## config.mk

```make
export PLATFORM = sky130hd
export DESIGN_NAME = retire_queue_flat
export DESIGN_NICKNAME = d
export VERILOG_FILES = /design/src/rtl/retire_queue_pkg.sv /design/src/rtl/retire_queue_if.sv /design/src/rtl/retire_queue_wb_match.sv /design/src/rtl/retire_queue.sv /design/src/flat_wrapper.sv
export SDC_FILE = /design/constraint.sdc
export NUM_CORES = 2
export LEC_CHECK = 0
export BUFFER_PORTS_ARGS = -buffer_cell sky130_fd_sc_hd__buf_2
export CAP_MARGIN = 5
export CORE_MARGIN = 4
export CORE_UTILIZATION = 25
export CTS_CLUSTER_DIAMETER = 60
export DETAILED_ROUTE_END_ITERATION = 16
export PLACE_DENSITY = 0.51
export SLEW_MARGIN = 20
export SYNTH_ARGS = -nofsm -noshare
export SYNTH_HDL_FRONTEND = slang
export SYNTH_SLANG_ARGS = --single-unit
export TNS_END_PERCENT = 20
```

## constraint.sdc

```tcl
create_clock -name clk_i -period 9.3 [get_ports clk_i]
set_input_delay 1.395 -clock clk_i [delete_from_list [all_inputs] [get_ports clk_i]]
set_output_delay 1.395 -clock clk_i [all_outputs]
set_load 0.05 [all_outputs]
```

## src/rtl/retire_queue_pkg.sv

```systemverilog
// Shared widths, entry layout and pointer types for the in-order retire queue.
// Pointers carry one extra wrap bit above the entry index.
package retire_queue_pkg;

  localparam int unsigned VLEN       = 64;
  localparam int unsigned XLEN       = 64;
  localparam int unsigned NR_ENTRIES = 8;

  function automatic int unsigned rq_idw(input int unsigned n);
    return (n > 1) ? $clog2(n) : 1;
  endfunction

  localparam int unsigned IDW = rq_idw(NR_ENTRIES);

  typedef logic [IDW:0] ptr_t;

  typedef struct packed {
    logic            issued;
    logic            done;
    logic            ex;
    logic [VLEN-1:0] pc;
    logic [4:0]      rd;
    logic [XLEN-1:0] result;
  } rq_entry_t;

endpackage

```

## src/rtl/retire_queue_if.sv

```systemverilog
// Issue, writeback, commit and status signals of the retire queue bundled as one port.
// slave is the queue side, master is the issue/FU/commit side.
interface retire_queue_if import retire_queue_pkg::*; #(
  parameter int unsigned NrEntries     = NR_ENTRIES,
  parameter int unsigned NrCommitPorts = 2,
  parameter int unsigned NrWbPorts     = 4
) ();
  localparam int unsigned Idw = rq_idw(NrEntries);

  logic                                flush_i;
  logic                                issue_valid_i;
  logic                                issue_ready_o;
  logic [VLEN-1:0]                     issue_pc_i;
  logic [4:0]                          issue_rd_i;
  logic                                issue_ex_valid_i;
  logic [Idw-1:0]                      issue_trans_id_o;
  logic [NrWbPorts-1:0]                wb_valid_i;
  logic [NrWbPorts-1:0][Idw-1:0]       wb_trans_id_i;
  logic [NrWbPorts-1:0][XLEN-1:0]      wb_data_i;
  logic [NrWbPorts-1:0]                wb_ex_valid_i;
  logic [NrCommitPorts-1:0]            commit_valid_o;
  logic [NrCommitPorts-1:0][VLEN-1:0]  commit_pc_o;
  logic [NrCommitPorts-1:0][4:0]       commit_rd_o;
  logic [NrCommitPorts-1:0][XLEN-1:0]  commit_result_o;
  logic [NrCommitPorts-1:0]            commit_ex_valid_o;
  logic [NrCommitPorts-1:0][Idw-1:0]   commit_trans_id_o;
  logic [NrCommitPorts-1:0]            commit_ack_i;
  logic [Idw:0]                        count_o;
  logic [31:0]                         perf_full_cycles_o;

  modport slave (
    input  flush_i, issue_valid_i, issue_pc_i, issue_rd_i, issue_ex_valid_i,
    input  wb_valid_i, wb_trans_id_i, wb_data_i, wb_ex_valid_i, commit_ack_i,
    output issue_ready_o, issue_trans_id_o, commit_valid_o, commit_pc_o, commit_rd_o,
    output commit_result_o, commit_ex_valid_o, commit_trans_id_o, count_o, perf_full_cycles_o
  );

  modport master (
    output flush_i, issue_valid_i, issue_pc_i, issue_rd_i, issue_ex_valid_i,
    output wb_valid_i, wb_trans_id_i, wb_data_i, wb_ex_valid_i, commit_ack_i,
    input  issue_ready_o, issue_trans_id_o, commit_valid_o, commit_pc_o, commit_rd_o,
    input  commit_result_o, commit_ex_valid_o, commit_trans_id_o, count_o, perf_full_cycles_o
  );

endinterface

```

## src/rtl/retire_queue_wb_match.sv

```systemverilog
// Selects the writeback aimed at one queue entry; when several ports target it the highest port wins.
// Purely combinational, no backpressure.
module retire_queue_wb_match import retire_queue_pkg::*; #(
  parameter int unsigned NrWbPorts = 4,
  parameter int unsigned Idw       = 3,
  parameter int unsigned EntryId   = 0
) (
  input  logic [NrWbPorts-1:0]           wb_valid_i,
  input  logic [NrWbPorts-1:0][Idw-1:0]  wb_trans_id_i,
  input  logic [NrWbPorts-1:0][XLEN-1:0] wb_data_i,
  input  logic [NrWbPorts-1:0]           wb_ex_valid_i,
  output logic                           hit_o,
  output logic [XLEN-1:0]                data_o,
  output logic                           ex_o
);

  localparam logic [Idw-1:0] MyId = Idw'(EntryId);

  always_comb begin
    hit_o  = 1'b0;
    data_o = '0;
    ex_o   = 1'b0;
    for (int p = 0; p < int'(NrWbPorts); p++) begin
      if (wb_valid_i[p] && (wb_trans_id_i[p] == MyId)) begin
        hit_o  = 1'b1;
        data_o = wb_data_i[p];
        ex_o   = wb_ex_valid_i[p];
      end
    end
  end

endmodule

```

## src/rtl/retire_queue.sv

```systemverilog
// In-order retire queue: program-order allocate, out-of-order writeback, oldest-first commit on NrCommitPorts.
// Writeback visible at commit one cycle later; issue_ready_o drops when full. RETIRE_QUEUE_PERF_EN adds a stall counter.
module retire_queue import retire_queue_pkg::*; #(
  parameter int unsigned NrEntries     = NR_ENTRIES,
  parameter int unsigned NrCommitPorts = 2,
  parameter int unsigned NrWbPorts     = 4
) (
  input  logic          clk_i,
  input  logic          rst_i,
  retire_queue_if.slave bus
);

  localparam int unsigned Idw   = rq_idw(NrEntries);
  localparam logic [Idw:0] Depth = (Idw+1)'(NrEntries);

  typedef logic [Idw-1:0] idx_t;
  typedef logic [Idw:0]   qptr_t;

  qptr_t     head_q, head_d, tail_q, tail_d;
  rq_entry_t entry_q [NrEntries];
  rq_entry_t entry_d [NrEntries];

  logic [NrEntries-1:0] wb_hit;
  logic [XLEN-1:0]      wb_data [NrEntries];
  logic [NrEntries-1:0] wb_ex;

  qptr_t count;
  qptr_t pop_n;
  logic  issue_ready;
  logic  alloc;
  idx_t  tail_idx;

  idx_t                               commit_idx [NrCommitPorts];
  logic [NrCommitPorts-1:0]           commit_valid;
  logic [NrCommitPorts-1:0][VLEN-1:0] commit_pc;
  logic [NrCommitPorts-1:0][4:0]      commit_rd;
  logic [NrCommitPorts-1:0][XLEN-1:0] commit_result;
  logic [NrCommitPorts-1:0]           commit_ex;
  logic [NrCommitPorts-1:0][Idw-1:0]  commit_id;
  logic                               ack_ok;

  assign count       = tail_q - head_q;
  assign issue_ready = (count < Depth);
  assign alloc       = bus.issue_valid_i && issue_ready;
  assign tail_idx    = tail_q[Idw-1:0];

  for (genvar e = 0; e < int'(NrEntries); e++) begin : g_wb
    retire_queue_wb_match #(
      .NrWbPorts (NrWbPorts),
      .Idw       (Idw),
      .EntryId   (e)
    ) u_match (
      .wb_valid_i    (bus.wb_valid_i),
      .wb_trans_id_i (bus.wb_trans_id_i),
      .wb_data_i     (bus.wb_data_i),
      .wb_ex_valid_i (bus.wb_ex_valid_i),
      .hit_o         (wb_hit[e]),
      .data_o        (wb_data[e]),
      .ex_o          (wb_ex[e])
    );
  end

  // A commit port is valid only if every older port is valid too.
  always_comb begin
    logic chain;
    chain         = 1'b1;
    commit_valid  = '0;
    commit_pc     = '0;
    commit_rd     = '0;
    commit_result = '0;
    commit_ex     = '0;
    commit_id     = '0;
    for (int k = 0; k < int'(NrCommitPorts); k++) begin
      commit_idx[k]    = head_q[Idw-1:0] + idx_t'(k);
      commit_valid[k]  = chain && entry_q[commit_idx[k]].issued && entry_q[commit_idx[k]].done;
      chain            = commit_valid[k];
      commit_pc[k]     = entry_q[commit_idx[k]].pc;
      commit_rd[k]     = entry_q[commit_idx[k]].rd;
      commit_result[k] = entry_q[commit_idx[k]].result;
      commit_ex[k]     = entry_q[commit_idx[k]].ex;
      commit_id[k]     = commit_idx[k];
    end
  end

  always_comb begin
    logic prev;
    prev   = 1'b1;
    ack_ok = 1'b1;
    for (int k = 0; k < int'(NrCommitPorts); k++) begin
      if (bus.commit_ack_i[k] && (!prev || !commit_valid[k])) ack_ok = 1'b0;
      prev = bus.commit_ack_i[k];
    end
  end

  // Order matters: writeback, then pop, then allocate, with flush overriding all of them.
  always_comb begin
    for (int e = 0; e < int'(NrEntries); e++) entry_d[e] = entry_q[e];
    head_d = head_q;
    tail_d = tail_q;
    pop_n  = '0;

    for (int e = 0; e < int'(NrEntries); e++) begin
      if (wb_hit[e] && entry_q[e].issued) begin
        entry_d[e].result = wb_data[e];
        entry_d[e].done   = 1'b1;
        entry_d[e].ex     = entry_q[e].ex | wb_ex[e];
      end
    end

    for (int k = 0; k < int'(NrCommitPorts); k++) begin
      if (bus.commit_ack_i[k]) begin
        entry_d[commit_idx[k]].issued = 1'b0;
        entry_d[commit_idx[k]].done   = 1'b0;
        pop_n = pop_n + qptr_t'(1);
      end
    end
    head_d = head_q + pop_n;

    if (alloc) begin
      entry_d[tail_idx].issued = 1'b1;
      entry_d[tail_idx].done   = bus.issue_ex_valid_i;
      entry_d[tail_idx].ex     = bus.issue_ex_valid_i;
      entry_d[tail_idx].pc     = bus.issue_pc_i;
      entry_d[tail_idx].rd     = bus.issue_rd_i;
      tail_d = tail_q + qptr_t'(1);
    end

    if (bus.flush_i) begin
      head_d = '0;
      tail_d = '0;
      for (int e = 0; e < int'(NrEntries); e++) begin
        entry_d[e].issued = 1'b0;
        entry_d[e].done   = 1'b0;
        entry_d[e].ex     = 1'b0;
      end
    end
  end

  always_ff @(posedge clk_i) begin
    if (rst_i) begin
      head_q <= '0;
      tail_q <= '0;
      for (int e = 0; e < int'(NrEntries); e++) begin
        entry_q[e].issued <= 1'b0;
        entry_q[e].done   <= 1'b0;
        entry_q[e].ex     <= 1'b0;
      end
    end else begin
      head_q <= head_d;
      tail_q <= tail_d;
      for (int e = 0; e < int'(NrEntries); e++) entry_q[e] <= entry_d[e];
    end
  end

  always_ff @(posedge clk_i) begin
    if (!rst_i && !bus.flush_i) assert (ack_ok);
  end

  assign bus.issue_ready_o     = issue_ready;
  assign bus.issue_trans_id_o  = tail_idx;
  assign bus.commit_valid_o    = commit_valid;
  assign bus.commit_pc_o       = commit_pc;
  assign bus.commit_rd_o       = commit_rd;
  assign bus.commit_result_o   = commit_result;
  assign bus.commit_ex_valid_o = commit_ex;
  assign bus.commit_trans_id_o = commit_id;
  assign bus.count_o           = count;

`ifdef RETIRE_QUEUE_PERF_EN
  logic [31:0] perf_q, perf_d;

  always_comb begin
    perf_d = perf_q;
    if (bus.issue_valid_i && !issue_ready && (perf_q != 32'hFFFF_FFFF)) perf_d = perf_q + 32'd1;
  end

  always_ff @(posedge clk_i) begin
    if (rst_i) perf_q <= '0;
    else       perf_q <= perf_d;
  end

  assign bus.perf_full_cycles_o = perf_q;
`else
  assign bus.perf_full_cycles_o = '0;
`endif

endmodule

```

## src/flat_wrapper.sv

```systemverilog
// flat-port wrapper written by rule: the top's interface ports become plain ports
module retire_queue_flat import retire_queue_pkg::*;
#(
  parameter int unsigned NrEntries     = NR_ENTRIES,
  parameter int unsigned NrCommitPorts = 2,
  parameter int unsigned NrWbPorts     = 4
)
  (clk_i, rst_i, bus_flush_i, bus_issue_valid_i, bus_issue_pc_i, bus_issue_rd_i, bus_issue_ex_valid_i, bus_wb_valid_i, bus_wb_trans_id_i, bus_wb_data_i, bus_wb_ex_valid_i, bus_commit_ack_i, bus_issue_ready_o, bus_issue_trans_id_o, bus_commit_valid_o, bus_commit_pc_o, bus_commit_rd_o, bus_commit_result_o, bus_commit_ex_valid_o, bus_commit_trans_id_o, bus_count_o, bus_perf_full_cycles_o);
  retire_queue_if #(.NrEntries(NrEntries), .NrCommitPorts(NrCommitPorts), .NrWbPorts(NrWbPorts)) bus_i ();
  input  logic clk_i;
  input  logic rst_i;
  input wire logic [$bits(bus_i.flush_i)-1:0] bus_flush_i;
  input wire logic [$bits(bus_i.issue_valid_i)-1:0] bus_issue_valid_i;
  input wire logic [$bits(bus_i.issue_pc_i)-1:0] bus_issue_pc_i;
  input wire logic [$bits(bus_i.issue_rd_i)-1:0] bus_issue_rd_i;
  input wire logic [$bits(bus_i.issue_ex_valid_i)-1:0] bus_issue_ex_valid_i;
  input wire logic [$bits(bus_i.wb_valid_i)-1:0] bus_wb_valid_i;
  input wire logic [$bits(bus_i.wb_trans_id_i)-1:0] bus_wb_trans_id_i;
  input wire logic [$bits(bus_i.wb_data_i)-1:0] bus_wb_data_i;
  input wire logic [$bits(bus_i.wb_ex_valid_i)-1:0] bus_wb_ex_valid_i;
  input wire logic [$bits(bus_i.commit_ack_i)-1:0] bus_commit_ack_i;
  output wire logic [$bits(bus_i.issue_ready_o)-1:0] bus_issue_ready_o;
  output wire logic [$bits(bus_i.issue_trans_id_o)-1:0] bus_issue_trans_id_o;
  output wire logic [$bits(bus_i.commit_valid_o)-1:0] bus_commit_valid_o;
  output wire logic [$bits(bus_i.commit_pc_o)-1:0] bus_commit_pc_o;
  output wire logic [$bits(bus_i.commit_rd_o)-1:0] bus_commit_rd_o;
  output wire logic [$bits(bus_i.commit_result_o)-1:0] bus_commit_result_o;
  output wire logic [$bits(bus_i.commit_ex_valid_o)-1:0] bus_commit_ex_valid_o;
  output wire logic [$bits(bus_i.commit_trans_id_o)-1:0] bus_commit_trans_id_o;
  output wire logic [$bits(bus_i.count_o)-1:0] bus_count_o;
  output wire logic [$bits(bus_i.perf_full_cycles_o)-1:0] bus_perf_full_cycles_o;
  assign bus_i.flush_i = bus_flush_i;
  assign bus_i.issue_valid_i = bus_issue_valid_i;
  assign bus_i.issue_pc_i = bus_issue_pc_i;
  assign bus_i.issue_rd_i = bus_issue_rd_i;
  assign bus_i.issue_ex_valid_i = bus_issue_ex_valid_i;
  assign bus_i.wb_valid_i = bus_wb_valid_i;
  assign bus_i.wb_trans_id_i = bus_wb_trans_id_i;
  assign bus_i.wb_data_i = bus_wb_data_i;
  assign bus_i.wb_ex_valid_i = bus_wb_ex_valid_i;
  assign bus_i.commit_ack_i = bus_commit_ack_i;
  assign bus_issue_ready_o = bus_i.issue_ready_o;
  assign bus_issue_trans_id_o = bus_i.issue_trans_id_o;
  assign bus_commit_valid_o = bus_i.commit_valid_o;
  assign bus_commit_pc_o = bus_i.commit_pc_o;
  assign bus_commit_rd_o = bus_i.commit_rd_o;
  assign bus_commit_result_o = bus_i.commit_result_o;
  assign bus_commit_ex_valid_o = bus_i.commit_ex_valid_o;
  assign bus_commit_trans_id_o = bus_i.commit_trans_id_o;
  assign bus_count_o = bus_i.count_o;
  assign bus_perf_full_cycles_o = bus_i.perf_full_cycles_o;
  retire_queue #(.NrEntries(NrEntries), .NrCommitPorts(NrCommitPorts), .NrWbPorts(NrWbPorts)) u_core (.clk_i(clk_i), .rst_i(rst_i), .bus(bus_i));
endmodule
```

After elaboration in Yosys (flattened, before gate mapping)
Memory sizes are Yosys's and may differ from the RTL's. A register that Yosys moved wholly into a read port is not among the register bits.
Cells that the tools add are included.
{"block": "totals", "register_bits": 8, "ramBits": 1088, "input_bits": 352, "output_inout_bits": 316, "elab_cells": 278, "memories": 1}
{"block": "classes", "n_addsub": 5, "magnitude_cmp": 7, "n_eq_ne": 28, "mux": 164, "bitwise": 19, "reduce_logical": 52}
{"memory": "u_core.entry_q", "depth": 8, "width": 136, "rd": 10, "rd_ports_with_merged_regs": 1, "wr": 8, "line_no": "retire_queue.sv:20", "rtl": "rq_entry_t entry_q [NrEntries];"}
{"cell": "$bwmux W1088", "count": 9}
{"cell": "$demux W136 S3", "count": 9}
{"cell": "$mux W1088", "count": 3}
{"cell": "$mux W64", "count": 40}
{"cell": "$mux W136", "count": 3}
{"cell": "$mux W135", "count": 3}
{"cell": "$mux W134", "count": 1}
{"cell": "$mux W133", "count": 1}
{"cell": "$mux W69", "count": 1}
{"cell": "$mux W1", "count": 68}
{"cell": "$mux W3", "count": 17}
{"cell": "$eq A3 B3 Y1 const B", "count": 16}
{"cell": "$logic_and A1 B1 Y1", "count": 47}
{"cell": "$eq A3 B2 Y1 const B", "count": 8}
{"cell": "$mux W2", "count": 8}
{"cell": "$or A1 B1 Y1", "count": 16}
{"cell": "$eq A3 B1 Y1 const B", "count": 4}
{"cell": "$ge A4 B4 Y1 const B", "count": 3}
{"cell": "$logic_not A3 Y1", "count": 4}
{"cell": "$lt A4 B1 Y1 const B", "count": 3}
{"cell": "$not A3 Y4", "count": 3}
{"cell": "$add A4 B1 Y4 const B", "count": 1}
{"cell": "$add A4 B4 Y4", "count": 1}
{"cell": "$lt A4 B4 Y1 const B", "count": 1}
{"cell": "5 further kinds", "count": 5}

Logic depth before layout (Yosys ltp)
{"block": "logic_depth", "depth_word": 22, "mapped_depth": 11, "ltp_nobuf": 9}

By module
Synthesis repeated with hierarchy kept, for this count alone.
{"block": "unflattened", "hier_cells": 6174, "hier_area_um2": 71698.8}
{"mod": "retire_queue", "n_inst": 1, "cells_per_inst": 4258, "area_per_inst_um2": 56773.2, "seq_area_each_um2": 32591.3}
{"mod": "retire_queue_wb_match (u_core.g_wb[3].u_match ...)", "n_inst": 3, "cells_per_inst": 239, "area_per_inst_um2": 1853.0, "seq_area_each_um2": 0.0}
{"mod": "retire_queue_wb_match (u_core.g_wb[1].u_match ...)", "n_inst": 2, "cells_per_inst": 240, "area_per_inst_um2": 1815.5, "seq_area_each_um2": 0.0}
{"mod": "retire_queue_wb_match (u_core.g_wb[4].u_match)", "n_inst": 1, "cells_per_inst": 241, "area_per_inst_um2": 2013.2, "seq_area_each_um2": 0.0}
{"mod": "retire_queue_wb_match (u_core.g_wb[0].u_match)", "n_inst": 1, "cells_per_inst": 239, "area_per_inst_um2": 1891.8, "seq_area_each_um2": 0.0}
{"mod": "retire_queue_wb_match (u_core.g_wb[7].u_match)", "n_inst": 1, "cells_per_inst": 239, "area_per_inst_um2": 1830.5, "seq_area_each_um2": 0.0}

Worst setup path after synthesis
No wires, ideal clock.
{"block": "synth_timing", "path_type": "register to register", "startpoint": "reg u_core.head_q[1] (netlist name)", "endpoint": "mem u_core.entry_q[2][100] (netlist bit), enable pin", "setup_ps": 497, "arrival_time_ps": 5515, "required_time_ps": 8803, "slack_ps": 3288, "stages_incl_launch_ff": 12, "n_path_buf": 4, "period_less_slack_ps": 6012, "cell_sequence": "dfxtp_1 > clkbuf_1 > buf_1 > inv_1 > ha_1 > nor2b_1 > o21a_1 > nor3_4 > o211ai_1 > clkbuf_1 > clkbuf_1 > nor2_1"}
{"item": "end: declaration", "line_no": "retire_queue.sv:20"}

==> results.md <==
* Root Buffer: clkbuf_16
* Yosys warning count at 0
* Yosys top cell area share at 45.54%
* Actual slew at the worst max-slew pin at around 1200 ps
* FMAX at between 150 and 200 MHz
* Clock Sinks at between 1k and 1.5k
* GRT Resource Usage Total at 23.43%
* Cts hold-fix bufs at 0
* Kind of critical path: flip-flop to output port
* Design Area, Final at 80,350 sq um
* Crit path buf inv count at 4
* Mapped Avg Cell Area at slightly above 10 sq um
* Worst VDD drop at 0.1074 mV
* Post-detailed-route wirelength per cell at between 30 and 40 um
* Initial Util at 25.11%
* DR vias at approximately 63k
* Layout cells sized above 1 at a little under a quarter
* Critical path's largest stage delay at between 800 and 900 ps
* GP Congestion at ~0.84
* Area growth from synthesis to layout at 14.52%
* Final Skew at a little over 80 ps
* Core Area at roughly 280,000 sq um
* CTS Buf Count at around 150
* #FFs+latches synth at approximately 1.1k
* Post-synthesis cell type count at 73
* WHS at roughly 500 ps
* Total grt overflow at 0
* CTS max path bufs at 4
* Crit path arrival time at approximately 5000 ps
* Sequential fraction of the synthesis area at between 40% and 50%
* Max Slew Vio Count at 0
* Port Buf Inserts at about 640
* Async SR Flop Fraction at 0%
* DRT antenna net count at 0
* Final hold violations at 0
* Gate power share at 17.6%
* Crit-path slowest cell: dfxtp_4
* First-pass GRT wire length at 484,900 um
* Period minus WS final at around 6400 ps
* # Post-CTS Setup Buffers at 0
* CP endpoint kind: output port
* H-tree depth at 4
* Worst path cell trace: buf_4, buf_4, buf_4, mux4_2, nand2_1, nand2_1, buf_2
* Final wirelength at 353,000 um
* Status: finished, final reports clean
* Worst path most repeated cell: buf_4
* Fill count at 29.02k
* Sequential power share at around 41%
* Synth top area cells: edfxtp_1 46%, mux4_2 16%, nor2_1 7.5%
* Clock latency on the worst-skew pair at 820 ps
* MaxCap Viol Count at 0
* Top post-synthesis cells by count: 1,400 x nor2_1, 1,064 x edfxtp_1, 698 x nand2_1
* Area leader, netlist: edfxtp_1
* Final nets at about 7k
* Most used DFF post-synth: edfxtp_1
* Normalized max-slew margin at 20.91%
* Largest net degree at the start of global routing at between 100 and 150
* Setup violators final at 0
* Pre-CTS setup slack at between 3000 and 4000 ps
* RSZ-0062 raised after global routing: false
* Synth Cell Area at approximately 70,000 sq um
* Dpl hpwl at roughly 210,000 um
* Pint at 9.134 mW
* Die Ht at between 500 and 600 um
* Post-synth EDFFs at about 1.1k
* Drt first-iter violations at between 10k and 15k
* PnR worst setup slack at approximately 3000 ps
* Leak at ~26 nW
* DIE WIDTH at around 540 um
* Area of placed instances at 75,620 sq um
* # rows at roughly 190
* Largest delay share family, worst path: buffers and inverters
* I/O pins at around 670
* Total power per unit cell area at 163.2 nW/um^2
* CTS tree: yes
* Fin Setup TNS at 0 ps
* Min-Delay Path Class: flip-flop to flip-flop
* Die area at 289,200 sq um
* Count leader, synth: nor2_1
* Post-synthesis instance total at 6,836
* Req. time, crit path at a little under 8000 ps
* Worst-path maximum fanout at between 50 and 60
* Initial antenna violation count at 151
* Startpoint Class: flip-flop
* Fin crit share at roughly two thirds
* Vias/cell at around 5.9
* Post-route DRC violation count at 0
* PostCTS Resize Cnt at 0
* Clk slew on worst S/H paths at 60 ps
* DR pass1 iterations at 9
* Switching Share at 30.33%
* Clk pwr share at approximately two fifths
* Switch Pwr at around 4 mW
* Vias in the first global route at 61.07k
-- through the flow --
| step | util [%] | cells | power, mW |
|---|---|---|---|
| detailed placement | 27.07 | 10410 | 7.783 |
| CTS | 28.66 | 10660 | 13.16 |
| floorplan | - | 6867 | 7.062 |
| global route | 28.71 | 10700 | 13.50 |
| finish | 28.76 | 10760 | 13.11 |
| global placement | 27.02 | 10400 | 7.768 |
-- final cells by class --
cell class	count	area, sq um	share of cell area [%]
antenna	102	255.2	0.3177
tap	3724	4659	5.799
clock inverter	67	514.2	0.6400
inverter	27	156.4	0.1946
sequential	1096	32600	40.58
timing repair buffer	770	4385	5.458
clock buffer	185	3926	4.886
multi-input combinational	4789	33850	42.13
-- placed cells by master (no fill, tap or decap), drive strengths merged, types with 4 or more instances in the layout --
master    count
a211o         4
a21oi       596
a221oi      453
a22oi        66
and2        145
and4b        12
and4bb        8
buf         770
bufinv        4
clkbuf      185
clkinv       44
clkinvlp      5
conb         32
dfxtp        32
diode       102
edfxtp     1064
ha            8
inv          41
mux2         31
mux2i        48
mux4        514
nand2       698
nand2b       75
nand3        17
nand4         4
nor2       1401
nor2b        11
nor3        395
nor4          6
nor4b         5
o211ai       10
o21a          4
o21ai       141
o22ai        27
o41ai         6
or2          21
xnor2         5
-- layer usage --
metal	part of all wire, %	vias up	routed length [um]	global-route usage, %
li1	-	25480	-	-
met1	35	31480	124700	27.99
met2	45	5084	159800	37.28
met3	13	1370	45930	8.083
met4	6.2	88	21970	12.21
met5	0.18	-	618	0.08224
-- path summary, 6_finish.rpt --
check,slack [ps],start,endpoint,depth (start not counted)
hold / removal,500,u_core.entry_q[1][135],u_core.entry_q[1][135],2
setup / recovery,2920,u_core.head_q[0],bus_commit_result_o[48],7
hold reg to reg,500,u_core.entry_q[1][135],u_core.entry_q[1][135],2
setup reg to reg,4220,u_core.head_q[1],u_core.entry_q[1][73],9
-- state kept, by name (all words and copies together), names as in the netlist --
signal          flops
u_core.entry_q   1088
u_core.head_q       4
u_core.tail_q       4
-- cell families (layout without fill, tap and decap cells) --
| group | count (synthesis) | count (layout) | synth area share [%] |
|---|---|---|---|
| multiplexers | 593 | 593 | 17.68 |
| other | 1 | 134 | 0.005345 |
| flip-flops | 1096 | 1096 | 46.45 |
| adder cells (fa/ha/maj) | 10 | 10 | 0.1997 |
| AND/OR/NAND/NOR | 2815 | 2815 | 17.18 |
| buffers and inverters | 982 | 1049 | 5.938 |
| XOR/XNOR | 7 | 7 | 0.09809 |
| AO/OA/AOI/OAI | 1332 | 1332 | 12.44 |
-- power by group through the flow --
stage | Clock [mW] | Sequential, mW | Combinational, mW
finish | 5.39 | 5.41 | 2.30
global route | 5.68 | 5.41 | 2.41
CTS | 5.48 | 5.41 | 2.27
detailed placement | 0 | 5.51 | 2.27
global placement | 0 | 5.51 | 2.26
floorplan | 0 | 5.50 | 1.57
-- worst register-to-register path, cell delays in order (launching register included) --
cell      delay, ps
dfxtp_4         970
inv_1           380
ha_1            380
nor2b_1         130
o21a_1          220
nor3_4          370
o211ai_1        130
buf_4           320
nor2_4          800
buf_4           870
Power figures use the tool's default switching activity.
